<file path="src/rtl/imm_ext_pipe.sv">
// Immediate extender feeding a 2-entry in-order result FIFO.
// The head entry drives y; in_ready/out_valid depend only on the registered occupancy.
module imm_ext_pipe #(
    parameter int N = 32,
    parameter int I = N / 2
) (
    input  logic         clk,
    input  logic         reset,
    input  logic         in_valid,
    output logic         in_ready,
    input  logic [I-1:0] a,
    input  logic [1:0]   mode,
    output logic         out_valid,
    input  logic         out_ready,
    output logic [N-1:0] y
);

    if (I < 2 || N < I + 2) begin : g_param_check
        $error("imm_ext_pipe: illegal configuration N=%0d I=%0d", N, I);
    end

    logic [N-1:0] sign_ext;
    logic [N-1:0] zero_ext;
    logic [N-1:0] ext_d;
    logic [N-1:0] head_q, head_d;
    logic [N-1:0] tail_q, tail_d;
    logic [1:0]   count_q, count_d;
    logic         push;
    logic         pop;

    assign sign_ext = {{(N-I){a[I-1]}}, a};
    assign zero_ext = {{(N-I){1'b0}}, a};

    always_comb begin
        ext_d = sign_ext;
        case (mode)
            2'b00: ext_d = sign_ext;
            2'b01: ext_d = zero_ext;
            2'b10: ext_d = sign_ext << 2;
            2'b11: ext_d = {a, {(N-I){1'b0}}};
        endcase
    end

    assign in_ready  = (count_q < 2'd2);
    assign out_valid = (count_q != 2'd0);
    assign y         = out_valid ? head_q : '0;
    assign push      = in_valid & in_ready;
    assign pop       = out_valid & out_ready;

    // Head is always entry 0; a pop shifts the tail forward and clears the vacated slot.
    always_comb begin
        count_d = count_q;
        head_d  = head_q;
        tail_d  = tail_q;
        case ({push, pop})
            2'b10: begin
                if (count_q == 2'd0) begin
                    head_d = ext_d;
                end else begin
                    tail_d = ext_d;
                end
                count_d = count_q + 2'd1;
            end
            2'b01: begin
                head_d  = tail_q;
                tail_d  = '0;
                count_d = count_q - 2'd1;
            end
            2'b11: begin
                head_d = ext_d;
            end
            default: begin
            end
        endcase
    end

    always_ff @(posedge clk or posedge reset) begin
        if (reset) begin
            count_q <= 2'd0;
            head_q  <= '0;
            tail_q  <= '0;
        end else begin
            count_q <= count_d;
            head_q  <= head_d;
            tail_q  <= tail_d;
        end
    end

endmodule
</file>
<file path="config.mk">
export PLATFORM = sky130hd
export DESIGN_NAME = imm_ext_pipe
export DESIGN_NICKNAME = d
export VERILOG_FILES = /design/src/rtl/imm_ext_pipe.sv
export SDC_FILE = /design/constraint.sdc
export NUM_CORES = 1
export LEC_CHECK = 0
export CAP_MARGIN = 20
export CORE_MARGIN = 3
export CORE_UTILIZATION = 54
export DETAILED_ROUTE_END_ITERATION = 10
export GPL_TIMING_DRIVEN = 0
export PLACE_DENSITY = 0.82
export SYNTH_ARGS = -nofsm -noshare
export SYNTH_HDL_FRONTEND = slang
export SYNTH_SLANG_ARGS = --single-unit
</file>
<file path="constraint.sdc">
create_clock -name clk -period 2.35 [get_ports clk]
set_clock_uncertainty 0.1 [all_clocks]
set_input_delay 0.47 -clock clk [delete_from_list [all_inputs] [get_ports clk]]
set_output_delay 0.47 -clock clk [all_outputs]
set_load 0.01 [all_outputs]
</file>
After elaboration in Yosys (flattened, before gate mapping)
Index checks and enable logic that the tools add are counted.

storage, ports and cells
  output and inout bits = 34
  bits in registers = 66
  logic and storage cells = 30
  bits of input ports = 22

cells by class
  multiplexer cells = 7
  order comparisons = 1
  equal/unequal tests = 8
  reduce and logical (&&, ||, !) cells = 7
  add/sub/neg operators = 2
  bitwise operators = 2

operators by type and width
  kind                                                                   number
  32-bit case mux with 4 select lines                                    1
  32-bit two-way mux                                                     3
  32-bit case mux with 3 select lines                                    1
  32-bit case mux with 2 select lines                                    1
  2-bit equality test, second input constant                             4
  2-bit by 1-bit equality test with 1-bit output, second input constant  2
  2-bit logical NOT                                                      2
  2-bit != test, second input constant                                   2
  2-bit case mux with 2 select lines                                     1
  2-bit AND reduction                                                    2
  2-bit nonzero test                                                     2
  3-bit nonzero test                                                     1
  2-bit by 1-bit adder with 2-bit output, second input constant          1
  1-bit bitwise AND                                                      2
  2-bit less-than comparator, second input constant                      1
  2-bit by 1-bit subtractor with 2-bit output, second input constant     1

Longest topological paths before layout
Gate-level depths: netlist of run 1.

  depth after elaboration = 5
  mapped depth = 8
  mapped depth without buffers = 7

Worst setup path after synthesis of run 1
No wires, ideal clock.

  path kind = reg-to-reg
  from = register count_q[0]
  to = register tail_q[2]
  clock period less this slack = 1.887 ns
  slack = 0.463 ns
  library setup time = 0.077 ns
  buffers on the path = 2
  stages on the path, launching flop included = 8
  arrival = 1.710 ns
  data required time = 2.173 ns
  path through = dfrtp_1 o21a_1 ha_1 buf_2 nor2_2 buf_4 a22oi_1 a21oi_1

on the way
  longest elaborated chain between the ends = 5
  elaborated cells between the ends (all ways) = 11
  classes of those cells = order compare: 1; eq/ne: 3; mux: 1; bitwise: 2; reduce/logical: 4

ends and longest elaborated chain
  item                                                                                          line    source
  start, declared                                                                               27      logic [1:0] count_q, count_d;
  start signal, assigned                                                                        83      count_q <= count_d;
  2-bit less-than comparator / 2-bit nonzero test (equally long branches)                       44, 45
  1-bit bitwise AND, on equally long branches                                                   47, 48
  2-bit equality test / 2-bit by 1-bit equality test with 1-bit output (equally long branches)  55      case ({push, pop})
  2-bit != test (no source line) / 2-bit nonzero test (equally long branches)                   n/a
  2-bit AND reduction (no source line)                                                          n/a
  end signal, assigned                                                                          85      tail_q <= tail_d;
  end, declared                                                                                 26      logic [N-1:0] tail_q, tail_d;

Several ways; a longest one is shown, not always the timed one.
A chain may end at the register's enable or synchronous reset.

Worst setup path in the final report of run 1
  from = register count_q[0]
  to = output port y[21]

on the way
  longest elaborated chain between the ends = 2

ends and longest elaborated chain
  item                line  source
  2-bit nonzero test  45    assign out_valid = (count_q != 2'd0);
  32-bit two-way mux  46    assign y = out_valid ? head_q : '0;
  end, declared       15    output logic [N-1:0] y

No other way between the ends.

==> results of run 1 <==
cell usage after synthesis:
master and count:
clkbuf_1 7, buf_4 3, a22oi_1 16, buf_2 20
o21ai_1 4, nand3_1 2, a31oi_1 14, o21ai_0 15
and2_1 32, nor2b_1 17, xnor2_1 3, mux2i_1 16
a21oi_1 46, or2_2 1, o22ai_1 12, mux2_2 1
nand2_1 32, o2bb2ai_1 2, o21a_1 1, nor2_2 4
a211o_1 1, nand2b_1 1, dfrtp_1 66, ha_1 2
nor2_1 32, o31ai_1 14, nand2b_4 1, inv_1 23
buf_6 1, a21oi_4 2
final cells by class:
cell class	count	area, um^2
clock inverter	4	72.6
inverter	23	90.1
timing repair buffer	76	737
buffer	29	174
tap	75	93.8
fill	433	1430
multi-input combinational	271	1680
clock buffer	12	165
timing repair inverter	1	7.51
sequential	66	1650
cell families after synthesis:
kind of cell               Yosys count  share of synthesized area, %
AOI/OAI and AO/OA                  127                          22.2
buffers and inverters               54                          7.03
and+or+nand+nor                    122                          17.3
xor gates and xnor gates             3                         0.749
muxes                               17                          4.89
DFF                                 66                          47.1
adders and majority gates            2                         0.713
what timing repair did:
| action | 4_1_cts | 5_1_grt |
|---|---|---|
| resized for setup | 96 | 93 |
| buffers inserted | 17 | 5 |
| pin swaps | 1 | 13 |
| endpoints found under the setup margin | 33 | 54 |
| cloned | 4 | 0 |
power breakdown:
part	internal, W	total (W)	leakage, nW	switching (W)
Sequential	0.00171	0.00203	0.803	0.000321
Clock	0.000683	0.00114	0.119	0.000454
Combinational	0.00168	0.00340	1.20	0.00172
through the flow:
step / instances / utilization [%]
2_1_floorplan: 391 / -
3_3_place_gp: 521 / 68.1
3_5_place_dp: 522 / 68.5
4_1_cts: 559 / 74.6
5_1_grt: 557 / 76.6
6_report: 557 / 76.6
registers in the layout, summed over array words and instances (netlist names):
| name | flops |
|---|---|
| count_q | 2 |
| head_q | 32 |
| tail_q | 32 |
layer usage:
layer / GRT usage [%] / share of wire [%] / routed length, um
met5: 0 / 0 / 0
met4: 11.9 / 3.5 / 362
met3: 7.70 / 9.0 / 932
met2: 45.5 / 48 / 4950
met1: 37.5 / 40 / 4130
worst max-delay path: cells and delay by family, from the launching register on:
family	cells	cell delay, ps
buffers and inverters	4	670
flip-flops	1	430
AND/OR/NAND/NOR	2	320
path summary, 6_finish.rpt:
check,cells after the start,end,startpoint
worst max-delay path,6,y[21],count_q[0]
worst min-delay path,2,head_q[3],head_q[3]
worst max register to register,8,tail_q[2],count_q[0]
worst min register to register,2,head_q[3],head_q[3]
max in group asynchronous,3,tail_q[12],reset
min in group asynchronous,2,head_q[6],reset
==> metrics.csv, run 1 <==
stage,metric,value,unit
outcome,outcome,"complete, but fails checks",
outcome,failing checks,setup timing,
sta,Tightest Pin Transition,590,ps
drt,Routed Wire Length,10400,um
cells_and_area,share of post-route cells with drive strength above 1,25.9,%
worst_setup_path,critical path's slowest cell,dfrtp_2,
global_routing,"Remaining Overflow, GRT",0,
place,Detailed Place HPWL,6470,um
worst_setup_path,CP Launch Type,flip-flop,
synthesis,yosys warns,0,
global_routing,first-pass GRT wire length,16400,um
synthesis,"top cells by area, synth","dfrtp_1 47%, a21oi_1 6.6%, and2_1 5.7%, mux2i_1 4.6%, a22oi_1 3.4%",
sta,setup ws final,-14.4,ps
global_routing,Total GRT Usage,28.8,%
floorplanning,Initial Utilization,57.6,%
worst_setup_path,Worst Setup End Kind,output pin,
clocking,TritonCTS Buffers,9,
cells_and_area,area grow syn2layout,33.1,%
global_routing,largest net degree at the start of global routing,41,
synthesis,post-synthesis cell count,391,
sta,RSZ-0062 raised after global routing,yes,
floorplanning,total die area,7500,um^2
synthesis,Yosys top cell by area,dfrtp_1,
clocking,Longest Clk Path Bufs,2,
clocking,clk slew on worst S/H paths,80,ps
sta,"Slew Viols, Final",0,
sta,final setup TNS,-19.5,ps
pwr,Pwr Total,0.00656,W
floorplanning,row count,28,
drt,post-DR vias/cell,6.06,
drt,Iter 0 DRT Violations,494,
synthesis,"Distinct cells, synth",30,
cells_and_area,Final Cell Area,4670,um^2
clocking,H-tree depth,3,
sta,Final Hold Vio Count,0,
drt,Pre-antenna DRT Iters,5,
pwr,pwr/cell area,1410,nW/um^2
sta,worst hold slack,377,ps
synthesis,synthesized cell area,3510,um^2
worst_setup_path,CP cell instances,nor2_4 > clkinvlp_4 > buf_6 > buf_6 > and2_4 > buf_6,
worst_setup_path,Crit Path Class,reg -> out,
synthesis,Avg Inst Size Synth,8.97,um^2
sta,Slew HR,60.6,%
clocking,clock latency on the worst-skew pair,350,ps
drt,drt wl/cell,18.6,um
sta,Final period util,101,%
floorplanning,Die H,86.6,um
worst_setup_path,CP Data Arrival Time,1790,ps
worst_setup_path,FF-to-FF setup slack,70,ps
place,IO buf count,55,
worst_setup_path,worst stage delay on the critical path,430,ps
global_routing,initial antenna violation count,0,
place,Place WS,-333,ps
clocking,clk sink count,66,
global_routing,vias in the first global route,3375,
flow_run,max cap viols,0,
pwr,Peak VDD IR,0.842,mV
pwr,Leakage Power,2.12,nW
synthesis,Synth top area share,47.1,%
floorplanning,die extent in x,86.6,um
synthesis,post-synthesis sequential area ratio,47.1,%
worst_setup_path,most frequent CP cell,buf_6,
place,Post-DP Area,4170,um^2
synthesis,syn nets,415,
clocking,cts hold-fix bufs,0,
sta,fmax,423,MHz
drt,antenna-violating nets left,0,
floorplanning,Core Region,6100,um^2
cells_and_area,"commonest non-fill, non-tap cell in the layout",dfrtp_1,
cells_and_area,Final nets,501,
drt,vias post-DR,3377,
drt,Remaining DRCs,0,
cells_and_area,diode count,0,
synthesis,#FFs+latches synth,66,
min_path,type of the tightest min-delay check,reg -> reg,
worst_setup_path,Critical Path RT,1780,ps
worst_setup_path,Crit Path Max Fanout,5,
sta,min Tclk post-route,2360,ps
cells_and_area,"commonest non-fill, non-tap cells in the layout","65 x dfrtp_1, 46 x a21oi_1, 32 x buf_6, 32 x nand2_1, 31 x nor2_1",
clocking,clock root buffer,clkbuf_8,
clocking,CTS tree,yes,
floorplanning,IO Pins,56,
place,RePlAce Congestion,0.884,
sta,# setup viols final,3,
(Power assumes the default switching activity.)
==> run 2: changes to the inputs <==
--- a/config.mk
+++ b/config.mk
@@ -10,6 +10,7 @@
 export CORE_UTILIZATION = 54
 export DETAILED_ROUTE_END_ITERATION = 10
 export GPL_TIMING_DRIVEN = 0
+export HOLD_SLACK_MARGIN = 0.15
 export PLACE_DENSITY = 0.82
 export SYNTH_ARGS = -nofsm -noshare
 export SYNTH_HDL_FRONTEND = slang
==> results of run 2 <==
The final DEF is identical to that of run 1; final timing and power are the same.
